`config.mk`:
```
export PLATFORM = sky130hd
export DESIGN_NAME = uart_tx_serializer
export DESIGN_NICKNAME = d
export VERILOG_FILES = /design/src/rtl/uart_pkg.sv /design/src/rtl/uart_bit_timer.sv /design/src/rtl/uart_tx_serializer.sv
export SDC_FILE = /design/constraint.sdc
export NUM_CORES = 1
export LEC_CHECK = 0
export ABC_AREA = 1
export CAP_MARGIN = 20
export CORE_MARGIN = 2
export CORE_UTILIZATION = 45
export CTS_CLUSTER_SIZE = 28
export DETAILED_ROUTE_END_ITERATION = 8
export PLACE_DENSITY = 0.66
export SYNTH_ARGS = -nofsm -noshare
export SYNTH_HDL_FRONTEND = slang
export SYNTH_SLANG_ARGS = --single-unit
export TNS_END_PERCENT = 20
```
`constraint.sdc`:
```
create_clock -name clk -period 3.05 [get_ports clk]
set_clock_uncertainty 0.2 [all_clocks]
set_input_delay 0.61 -clock clk [delete_from_list [all_inputs] [get_ports clk]]
set_output_delay 0.61 -clock clk [all_outputs]
set_load 0.02 [all_outputs]
```
`src/rtl/uart_pkg.sv`:
```
// Shared UART definitions: frame states, line levels and default bit timing.
// Used by the transmitter today and intended for the receiver as well.
package uart_pkg;

    typedef enum logic [1:0] {
        IDLE,
        START,
        DATA,
        STOP
    } tx_state_t;

    localparam logic UART_IDLE_LEVEL           = 1'b1;
    localparam logic UART_START_LEVEL          = 1'b0;
    localparam int   UART_DEFAULT_CLKS_PER_BIT = 868;

endpackage

```
`src/rtl/uart_bit_timer.sv`:
```
// Bit-period timer: counts 0..CLKS_PER_BIT-1 and flags the last cycle of each bit.
// Held at zero while clear is high so a new frame always starts on a fresh bit.
module uart_bit_timer
    import uart_pkg::*;
#(
    parameter int CLKS_PER_BIT = UART_DEFAULT_CLKS_PER_BIT
) (
    input  logic clk,
    input  logic rst,
    input  logic clear,
    output logic bit_done
);

    localparam int             W    = $clog2(CLKS_PER_BIT);
    localparam logic [W-1:0]   LAST = W'(CLKS_PER_BIT - 1);

    logic [W-1:0] count;

    // Wrap back to zero on the terminal count so consecutive bits line up exactly.
    always_ff @(posedge clk or posedge rst) begin
        if (rst) begin
            count <= '0;
        end else if (clear || bit_done) begin
            count <= '0;
        end else begin
            count <= count + W'(1);
        end
    end

    assign bit_done = (count == LAST);

endmodule

```
`src/rtl/uart_tx_serializer.sv`:
```
// UART transmitter: one byte per valid/ready handshake, sent as start/data/stop, LSB first.
// The serial line comes straight from a flop so the far-end synchronizer never sees a glitch.
module uart_tx_serializer
    import uart_pkg::*;
#(
    parameter int CLKS_PER_BIT = UART_DEFAULT_CLKS_PER_BIT,
    parameter int DATA_BITS    = 8
) (
    input  logic                 clk,
    input  logic                 rst,
    input  logic [DATA_BITS-1:0] tx_data,
    input  logic                 tx_valid,
    output logic                 tx_ready,
    output logic                 tx,
    output logic                 busy
);

    localparam int            IW       = $clog2(DATA_BITS);
    localparam logic [IW-1:0] LAST_IDX = IW'(DATA_BITS - 1);

    tx_state_t              state;
    tx_state_t              state_next;
    logic [DATA_BITS-1:0]   shift_reg;
    logic [DATA_BITS-1:0]   shift_next;
    logic [IW-1:0]          bit_idx;
    logic [IW-1:0]          idx_next;
    logic                   tx_next;
    logic                   bit_done;

    uart_bit_timer #(
        .CLKS_PER_BIT(CLKS_PER_BIT)
    ) u_bit_timer (
        .clk     (clk),
        .rst     (rst),
        .clear   (state == IDLE),
        .bit_done(bit_done)
    );

    always_ff @(posedge clk or posedge rst) begin
        if (rst) begin
            state <= IDLE;
        end else begin
            state <= state_next;
        end
    end

    // tx is computed from the next state so the line changes on the same edge as the state.
    always_comb begin
        state_next = state;
        shift_next = shift_reg;
        idx_next   = bit_idx;
        tx_next    = UART_IDLE_LEVEL;

        case (state)
            IDLE: begin
                if (tx_valid) begin
                    shift_next = tx_data;
                    idx_next   = '0;
                    state_next = START;
                end
            end
            START: begin
                if (bit_done) begin
                    idx_next   = '0;
                    state_next = DATA;
                end
            end
            DATA: begin
                if (bit_done) begin
                    shift_next = shift_reg >> 1;
                    if (bit_idx == LAST_IDX) begin
                        state_next = STOP;
                    end else begin
                        idx_next = bit_idx + IW'(1);
                    end
                end
            end
            STOP: begin
                if (bit_done) begin
                    state_next = IDLE;
                end
            end
            default: state_next = IDLE;
        endcase

        case (state_next)
            START:   tx_next = UART_START_LEVEL;
            DATA:    tx_next = shift_next[0];
            default: tx_next = UART_IDLE_LEVEL;
        endcase
    end

    always_ff @(posedge clk or posedge rst) begin
        if (rst) begin
            shift_reg <= '0;
            bit_idx   <= '0;
            tx        <= UART_IDLE_LEVEL;
        end else begin
            shift_reg <= shift_next;
            bit_idx   <= idx_next;
            tx        <= tx_next;
        end
    end

    assign tx_ready = (state == IDLE);
    assign busy     = (state != IDLE);

endmodule

```
==> flow_metrics.py <==
metrics = {
    "status": {
        "status": "finished, final reports clean",
    },
    "floorplan": {
        "rows": 19,
        "start_util_pct": 47.6,
        "die_area_mm2": 0.00339,
        "fp.coreArea_mm2": 0.00278,
        "die_h_um": 58.2,
        "ios": 14,
        "die_width_um": 58.2,
    },
    "drt": {
        "drt_iter0_markers": 32,
        "vias": 999,
        "drc_errors": 0,
        "drt_wl_total_um": 2250,
        "viasPerCell": 5.00,
        "drtAntennaViolNets": 0,
        "wl_per_cell_um": 11.2,
        "drt_pass1_iterations": 4,
    },
    "worst_hold_path": {
        "hold_path.class": "reg -> reg",
        "hold_path_depth": 1,
    },
    "synthesis": {
        "syn_nets": 166,
        "yosysTopAreaCell": "dfrtp_1",
        "ys_warn_count": 0,
        "async_flop_share_pct": 100,
        "synthFlopType": "dfrtp_1",
        "synth.most_common_cell": "nand2_1",
        "synth_top_area_share_pct": 43.5,
        "synth_cell_types": 32,
        "synth_edf_count": 0,
        "ys_ff_latch": 24,
        "postSynthAreaPerCell_um2": 8.71,
        "ys_top_cells_by_area": "dfrtp_1 43%, nand2_1 12%, nand3_1 3.8%",
        "yosysSeqAreaShare_pct": 45.5,
        "synthCells": 152,
        "netlist_area_mm2": 0.00132,
        "yosys-top-cells-count": "43 x nand2_1, 23 x dfrtp_1, 12 x inv_1, 10 x nand3_1, 8 x inv_2",
    },
    "setup_path": {
        "slowest_stage": "clkdlybuf4s50_1",
        "crit_chain": "inv_2 -> nand2_4 -> inv_1 -> clkdlybuf4s50_1",
        "crit_type": "reg -> out",
        "endpoint_kind": "output pin",
        "cp.depth": 4,
        "crit_buf_inv": 3,
        "startpoint_type": "flip-flop",
        "worstPathRequired_ns": 2.24,
        "reg2reg_slack_ns": 1.31,
        "cp_max_fo": 6,
        "r2r_cells": 6,
        "slowest_delay_ns": 0.59,
        "critPathArrivalTime_ns": 1.64,
        "path_delay_family": "buffers and inverters",
    },
    "cts": {
        "cts_tree": "yes",
        "clk_pin_slew_ns": 0.13,
        "clk_path_buf_depth": 2,
        "htreeDepth": 1,
        "cts_hold_buf": 0,
        "cts_root_buffer": "clkbuf_4",
        "postCtsSetupRepairBufs": 0,
        "cts_buffers": 3,
        "cts_resized": 0,
        "clkSinkCount": 24,
        "clock_latency_ns": 0.31,
    },
    "timing": {
        "setup_ws_ns": 0.603,
        "hold_viol_final": 0,
        "max_slew_margin_pct": 76.3,
        "rsz0062_at_grt": "false",
        "fin_worst_hold_slack_ns": 0.297,
        "fin_crit_sh_pct": 80.2,
        "worst-slew-pin-transition_ns": 0.352,
        "setup_viol": 0,
        "slew_viol_final": 0,
        "timing.fmax_mhz": 409,
        "tns_ns": 0,
        "period_minus_slack_ns": 2.45,
    },
    "power": {
        "p_sw_mw": 0.104,
        "pwr-share-comb_pct": 3.9,
        "leakage_nw": 0.704,
        "pwr-share-clk_pct": 39.9,
        "internal_power_mw": 0.464,
        "power_mw": 0.568,
        "switching_share_pct": 18.3,
        "power.share.sequential_pct": 56.2,
        "power_density_mw_per_mm2": 368,
        "ir_drop_uv": 351,
    },
    "cells_and_area": {
        "fin_nets": 184,
        "area_growth_syn_to_layout_pct": 16.4,
        "drive_above_1_share_pct": 22.5,
        "antennaDiodeCount": 0,
        "largest_register_ffs": 10,
    },
    "global_route": {
        "grt_pass1_vias": 1026,
        "gr-total-overflow": 0,
        "antenna_found_initial": 0,
        "track_usage_pct": 16.0,
        "grt_pass1_wl_um": 4260,
        "grt_max_degree": 25,
    },
    "placed_design": {
        "preCtsSetupSlack_ns": 0.840,
        "dpl.hpwl_um": 1750,
        "portBuffers": 13,
        "gp_congestion": 0.787,
    },
    "run": {
        "max_cap_viol_count": 0,
    },
}
-- worst register-to-register path: stages, from the launching register on --
cell	delay (ns)
dfrtp_1	0.42
ha_1	0.21
ha_1	0.20
o21ai_0	0.31
o211ai_4	0.16
nand2_1	0.07
o21ai_0	0.07
-- per-stage QoR --
stage / area, um^2 / util (%) / std cells
detailed placement: 1490 / 53.5 / 196
finish: 1540 / 55.4 / 200
global route: 1540 / 55.4 / 200
global placement: 1490 / 53.5 / 196
CTS: 1540 / 55.4 / 200
floorplan: 1320 / - / 152
-- cell families (layout without fill, tap and decap cells) --
family / count (synthesis) / in the layout / synth area share [%]
and+or+nand+nor: 85 / 85 / 35.0
DFF: 24 / 24 / 45.5
buffers and inverters: 23 / 40 / 7.47
AOI/OAI and AO/OA: 16 / 16 / 8.60
adders and majority gates: 3 / 3 / 2.84
xor gates and xnor gates: 1 / 1 / 0.662
-- placed cells by master, fill, tap and decap left out --
master            n
nor2_4            3
nor2_8            1
nand3_4           1
nor3b_2           2
a21oi_2           2
or2_2             1
o211ai_4          1
nor3b_1           1
nand2_4           2
nor3_2            1
clkinv_4          1
nand3_1          10
clkdlybuf4s50_1  13
inv_2             8
bufinv_16         1
xor2_1            1
clkbuf_4          3
nand3_2           1
nand2_1          43
ha_1              3
dfstp_2           1
inv_1            12
a21oi_1           3
o21ai_0           5
o211ai_1          2
buf_4             1
o21ai_1           1
clkinv_1          1
nor2_1            7
dfrtp_1          23
nand4_1           2
o21a_1            2
nor2_2            5
nor3_1            2
nand2_2           3
-- area by class of cell --
class	count	area [um^2]
clock inverter	1	30.0
multi-input combinational	105	623
timing repair buffer	14	138
clock buffer	3	22.5
inverter	22	87.6
tap	31	38.8
sequential	24	602
fill	258	1240
-- final timing paths --
path | end | from
min in group asynchronous | u_bit_timer.count[0] | rst
min | u_bit_timer.count[0] | u_bit_timer.count[0]
max | tx_ready | state[0]
max in group asynchronous | tx | rst
max reg2reg | bit_idx[1] | bit_idx[0]
min reg2reg | u_bit_timer.count[0] | u_bit_timer.count[0]
-- power groups by stage --
stage                     sequential [mW]  combinational [mW]  clock, mW
after floorplan                     0.325             0.00643          0
after global placement              0.325              0.0229          0
after detailed placement            0.325              0.0229          0
after CTS                           0.319              0.0230      0.235
after global routing                0.319              0.0247      0.247
final                               0.319              0.0224      0.227
-- layer usage --
layer / GRT usage, % / wire [um]
met1: 21.4 / 1060
met2: 26.6 / 1110
met3: 2.23 / 78
met4: 5.32 / 0
met5: 0 / 0
Power figures use the tool's default switching activity.
==> RTL change 1: new RTL, config.mk and constraints unchanged <==
Register the output `tx` once more, cleared by the reset; this adds one clock of latency there. The other outputs are not delayed to match.
--- a/src/rtl/uart_tx_serializer.sv
+++ b/src/rtl/uart_tx_serializer.sv
@@ -17,6 +17,8 @@
 
     localparam int            IW       = $clog2(DATA_BITS);
     localparam logic [IW-1:0] LAST_IDX = IW'(DATA_BITS - 1);
+
+    logic tx_s0;
 
     tx_state_t              state;
     tx_state_t              state_next;
@@ -94,16 +96,24 @@
         if (rst) begin
             shift_reg <= '0;
             bit_idx   <= '0;
-            tx        <= UART_IDLE_LEVEL;
+            tx_s0     <= UART_IDLE_LEVEL;
         end else begin
             shift_reg <= shift_next;
             bit_idx   <= idx_next;
-            tx        <= tx_next;
+            tx_s0     <= tx_next;
         end
     end
 
     assign tx_ready = (state == IDLE);
     assign busy     = (state != IDLE);
 
+    always_ff @(posedge clk or posedge rst) begin
+        if (rst) begin
+            tx <= '0;
+        end else begin
+            tx <= tx_s0;
+        end
+    end
+
 endmodule
 
Behaviour: not the same (a bounded check fails within 4 cycles, from zero or initial values and one cycle with rst high).
==> RTL change 1 against the unedited design <==
- sequential cell count grew 1
- fmax shrank 0.78%
- die area shrank 1.9%
- combinational power shrank 6%
- synthesized area shrank 2.1%
- final area shrank 3.1%
- power shrank 12%
- count of clock-buffer cells in the layout grew 1
- setup slack lost 0.019 ns
- routed wire length grew 8.2%
- critical path type unchanged
- largest power group unchanged
- highest routed layer is now met4
==> RTL change 1: results (changes against the unedited design) <==
status:
  status: "finished, final reports clean"
yosys:
  ys_types: 28  # -13%
  ys_seq_area_share_pct: 48.4  # +2.9 points
  synth_compound_area_share_pct: 7.24  # -1.4 points
  synthTopCellsByCount: "nand2_1 (37), dfrtp_1 (24), nor2_1 (17)"
  synth_area_leaders: "dfrtp_1 (46%), nand2_1 (11%), nand3_1 (5.4%), nor2_1 (4.9%), nand4_1 (3.4%)"
placement:
  dp_slack_ns: 0.945  # +0.105 ns
  gp_congestion: 0.819  # +4.1%
  hpwl_um: 1830  # +4.6%
  dpl_cell_area_um2: 1470  # -1.4%
hold_path:
  holdPathStages: 0  # -1
  hold_path_end: "tx"
  min-delay-start: "tx_s0"
worst_setup_path:
  rr_startpoint: "u_bit_timer.count[0]"
  reg2reg_depth: 8  # +2
  crit_arrival_ns: 1.66  # +0.02 ns
  rrSetupSlack_ns: 0.95  # -0.36 ns
  reg2reg_to: "bit_idx[2]"
route:
  vias: 1054  # +5.5%
  drtIter0Drc: 38  # +19%
global_route:
  grt_usage_pct: 16.6  # +0.59 points
  grt_max_degree: 26  # +4.0%
  grt_first_pass_wirelength_um: 4400  # +3.2%
power_and_ir_drop:
  p_leak_nw: 0.657  # -6.7%
  peakVddDrop_v: 0.000210  # -40%
  p_sw_w: 0.000103  # -1.1%
sta:
  postLayoutSetupSlackWorst_ns: 0.584  # -0.0191 ns
finish:
  final_layout_size_suffix_gt1_share_pct: 13.0  # -9.5 points
[RTL change 1: changes by cell type after synthesis, moves of 3 or more]
| cell | change |
|---|---|
| nand2_2 | -3 |
| nand3_1 | +4 |
| nand4_1 | +5 |
| nor2_2 | -5 |
| nor2_1 | +10 |
| inv_2 | -3 |
| nand2_1 | -6 |
[RTL change 1: area by class of cell]
class / instances / area, um^2
well taps: 31 / 38.8
multi-input cells: 108 / 592
fillers: 249 / 1260
clock buffers: 4 / 26.3
flip-flops and latches: 25 / 627
inverters: 18 / 72.6
repair buffers: 14 / 138
[RTL change 1: stage by stage]
stage / power, W / std cells
2_1_floorplan: 0.000343 / 152
3_3_place_gp: 0.000359 / 196
3_5_place_dp: 0.000360 / 196
4_1_cts: 0.000509 / 200
5_1_grt: 0.000521 / 200
6_report: 0.000497 / 200
[RTL change 1: cell families (layout without fill, tap and decap cells)]
group           Yosys count  count (layout)
xor+xnor                  3               3
fa+ha+maj                 3               3
buf+inv                  19              36
flops                    25              25
compound gates           15              15
simple gates             87              87
[RTL change 1: worst max-delay path, stage by stage, from the launching register on]
cell and delay, ns:
dfrtp_1 0.49, inv_2 0.10, nand2_4 0.07, inv_4 0.08, clkdlybuf4s50_1 0.60
[RTL change 1: routing by layer]
metal  GRT usage [%]  share of wire (%)
met3            2.23                2.8
met5               0                  0
met2            28.4                 49
met4            6.64                1.4
met1            21.1                 47
[RTL change 1: power by group through the flow]
stage	clock [W]	combinational (W)	sequential, W
final	0.000145	0.0000211	0.000332
after global routing	0.000165	0.0000238	0.000332
after CTS	0.000156	0.0000219	0.000332
after detailed placement	0	0.0000218	0.000338
after global placement	0	0.0000214	0.000338
after floorplan	0	0.00000493	0.000338
==> RTL change 2: new RTL, config.mk and constraints unchanged <==
Made on the original files. Change the package constant `UART_DEFAULT_CLKS_PER_BIT` from 868 to 434.
--- a/src/rtl/uart_pkg.sv
+++ b/src/rtl/uart_pkg.sv
@@ -11,7 +11,7 @@
 
     localparam logic UART_IDLE_LEVEL           = 1'b1;
     localparam logic UART_START_LEVEL          = 1'b0;
-    localparam int   UART_DEFAULT_CLKS_PER_BIT = 868;
+    localparam int   UART_DEFAULT_CLKS_PER_BIT = 434;
 
 endpackage
 
Function: no difference found for any inputs over 10 cycles, from zero or initial values and one cycle with rst high; that may be too few to reach the edited logic, so the function may still have changed.
==> RTL change 2 against the unedited design <==
- setup slack improved by 0.059 ns
- sequential cell count is 1 lower
- routed wire length decreased by 11%
- register-to-register slack gained 0.05 ns
- critical path depth decreased by 2
- synthesized cell count shrank 11%
- synthesized area fell by 5.3%
- largest cell class unchanged
- final area decreased by 6.0%
Power is not compared: it rests on default switching activity, and its combinational part moved more than twofold at a synthesized area within 25%.
==> RTL change 2: results (changes against the unedited design) <==
status:
  status: "finished, final reports clean"
yosys:
  synthTopCellsByCount: "nand2_1 (27), dfrtp_1 (22), inv_1 (16)"
  ys_types: 28  # -13%
  ys_seq_area_share_pct: 46.0  # +0.54 points
  synthAdderAreaFrac_pct: 3.99  # +1.2 points
  synth_compound_area_share_pct: 9.08  # +0.48 points
  synth_xor_area_share_pct: 0.699  # +0.037 points
  synth_edf_count: 0  # unchanged
  syn-num-nets: 151  # -9.0%
finish:
  final_layout_size_suffix_gt1_share_pct: 20.3  # -2.2 points
  final_cell_area_um2: 1450  # -6.0%
  fillers: 250  # -3.1%
  largest_register_ffs: 9  # -1
  design.final.nets: 169  # -8.2%
global_route:
  grt_max_degree: 24  # -4.0%
  grt_use_met2_pct: 21.6  # -5.0 points
  grt_first_pass_wirelength_um: 3590  # -16%
  grt_usage_pct: 13.9  # -2.1 points
  grt_pass1_vias: 842  # -18%
  use_met3_pct: 2.07  # -0.16 points
  met1_usage_pct: 19.6  # -1.8 points
worst_setup_path:
  reg2reg_depth: 9  # +3
  cp_slowest_stage_delay_ns: 0.63  # +0.04 ns
  cp_top_family: "buffers and inverters"
  path_max_fanout: 4  # -2
  crit_arrival_ns: 1.58  # -0.06 ns
placement:
  placedCellCount: 180  # -8.2%
  hpwl_um: 1580  # -10%
  dp_slack_ns: 1.01  # +0.173 ns
  gp_congestion: 0.741  # -5.8%
route:
  finalWirelength_um: 2000  # -11%
  vias: 879  # -12%
  drtIter0Drc: 22  # -31%
  routedLengthMet1_um: 1060  # about the same
  met2_wirelength_um: 833  # -25%
  topRoutingLayerUsed: "met4"
  drc: 0  # unchanged
  route.met3.wl_um: 60  # -23%
  wl_per_cell_um: 10.8  # -3.5%
power_and_ir_drop:
  total_power_w: 0.000960
sta:
  tightest_slew_ns: 0.852  # +0.500 ns
## RTL change 2: layout make-up
class / count / share of cell area (%)
Sequential cell: 23 / 39.8
Clock buffer: 4 / 1.81
Timing Repair Buffer: 13 / 8.98
Inverter: 23 / 6.13
Multi-Input combinational cell: 90 / 40.6
Tap cell: 31 / 2.68
## RTL change 2: path summary, 6_finish.rpt
check / to / slack (ns) / startpoint
min in group asynchronous: u_bit_timer.count[7] / 0.57 / rst
max in group asynchronous: shift_reg[4] / 1.56 / rst
worst max-delay path: tx_ready / 0.66 / state[0]
worst min-delay path: u_bit_timer.count[0] / 0.30 / u_bit_timer.count[0]
worst max register to register: bit_idx[0] / 1.36 / u_bit_timer.count[1]
worst min register to register: u_bit_timer.count[0] / 0.30 / u_bit_timer.count[0]
## RTL change 2: kinds of logic after synthesis
group	after synthesis
simple gates	70
buf+inv	23
flops	23
compound gates	15
fa+ha+maj	4
xor+xnor	1
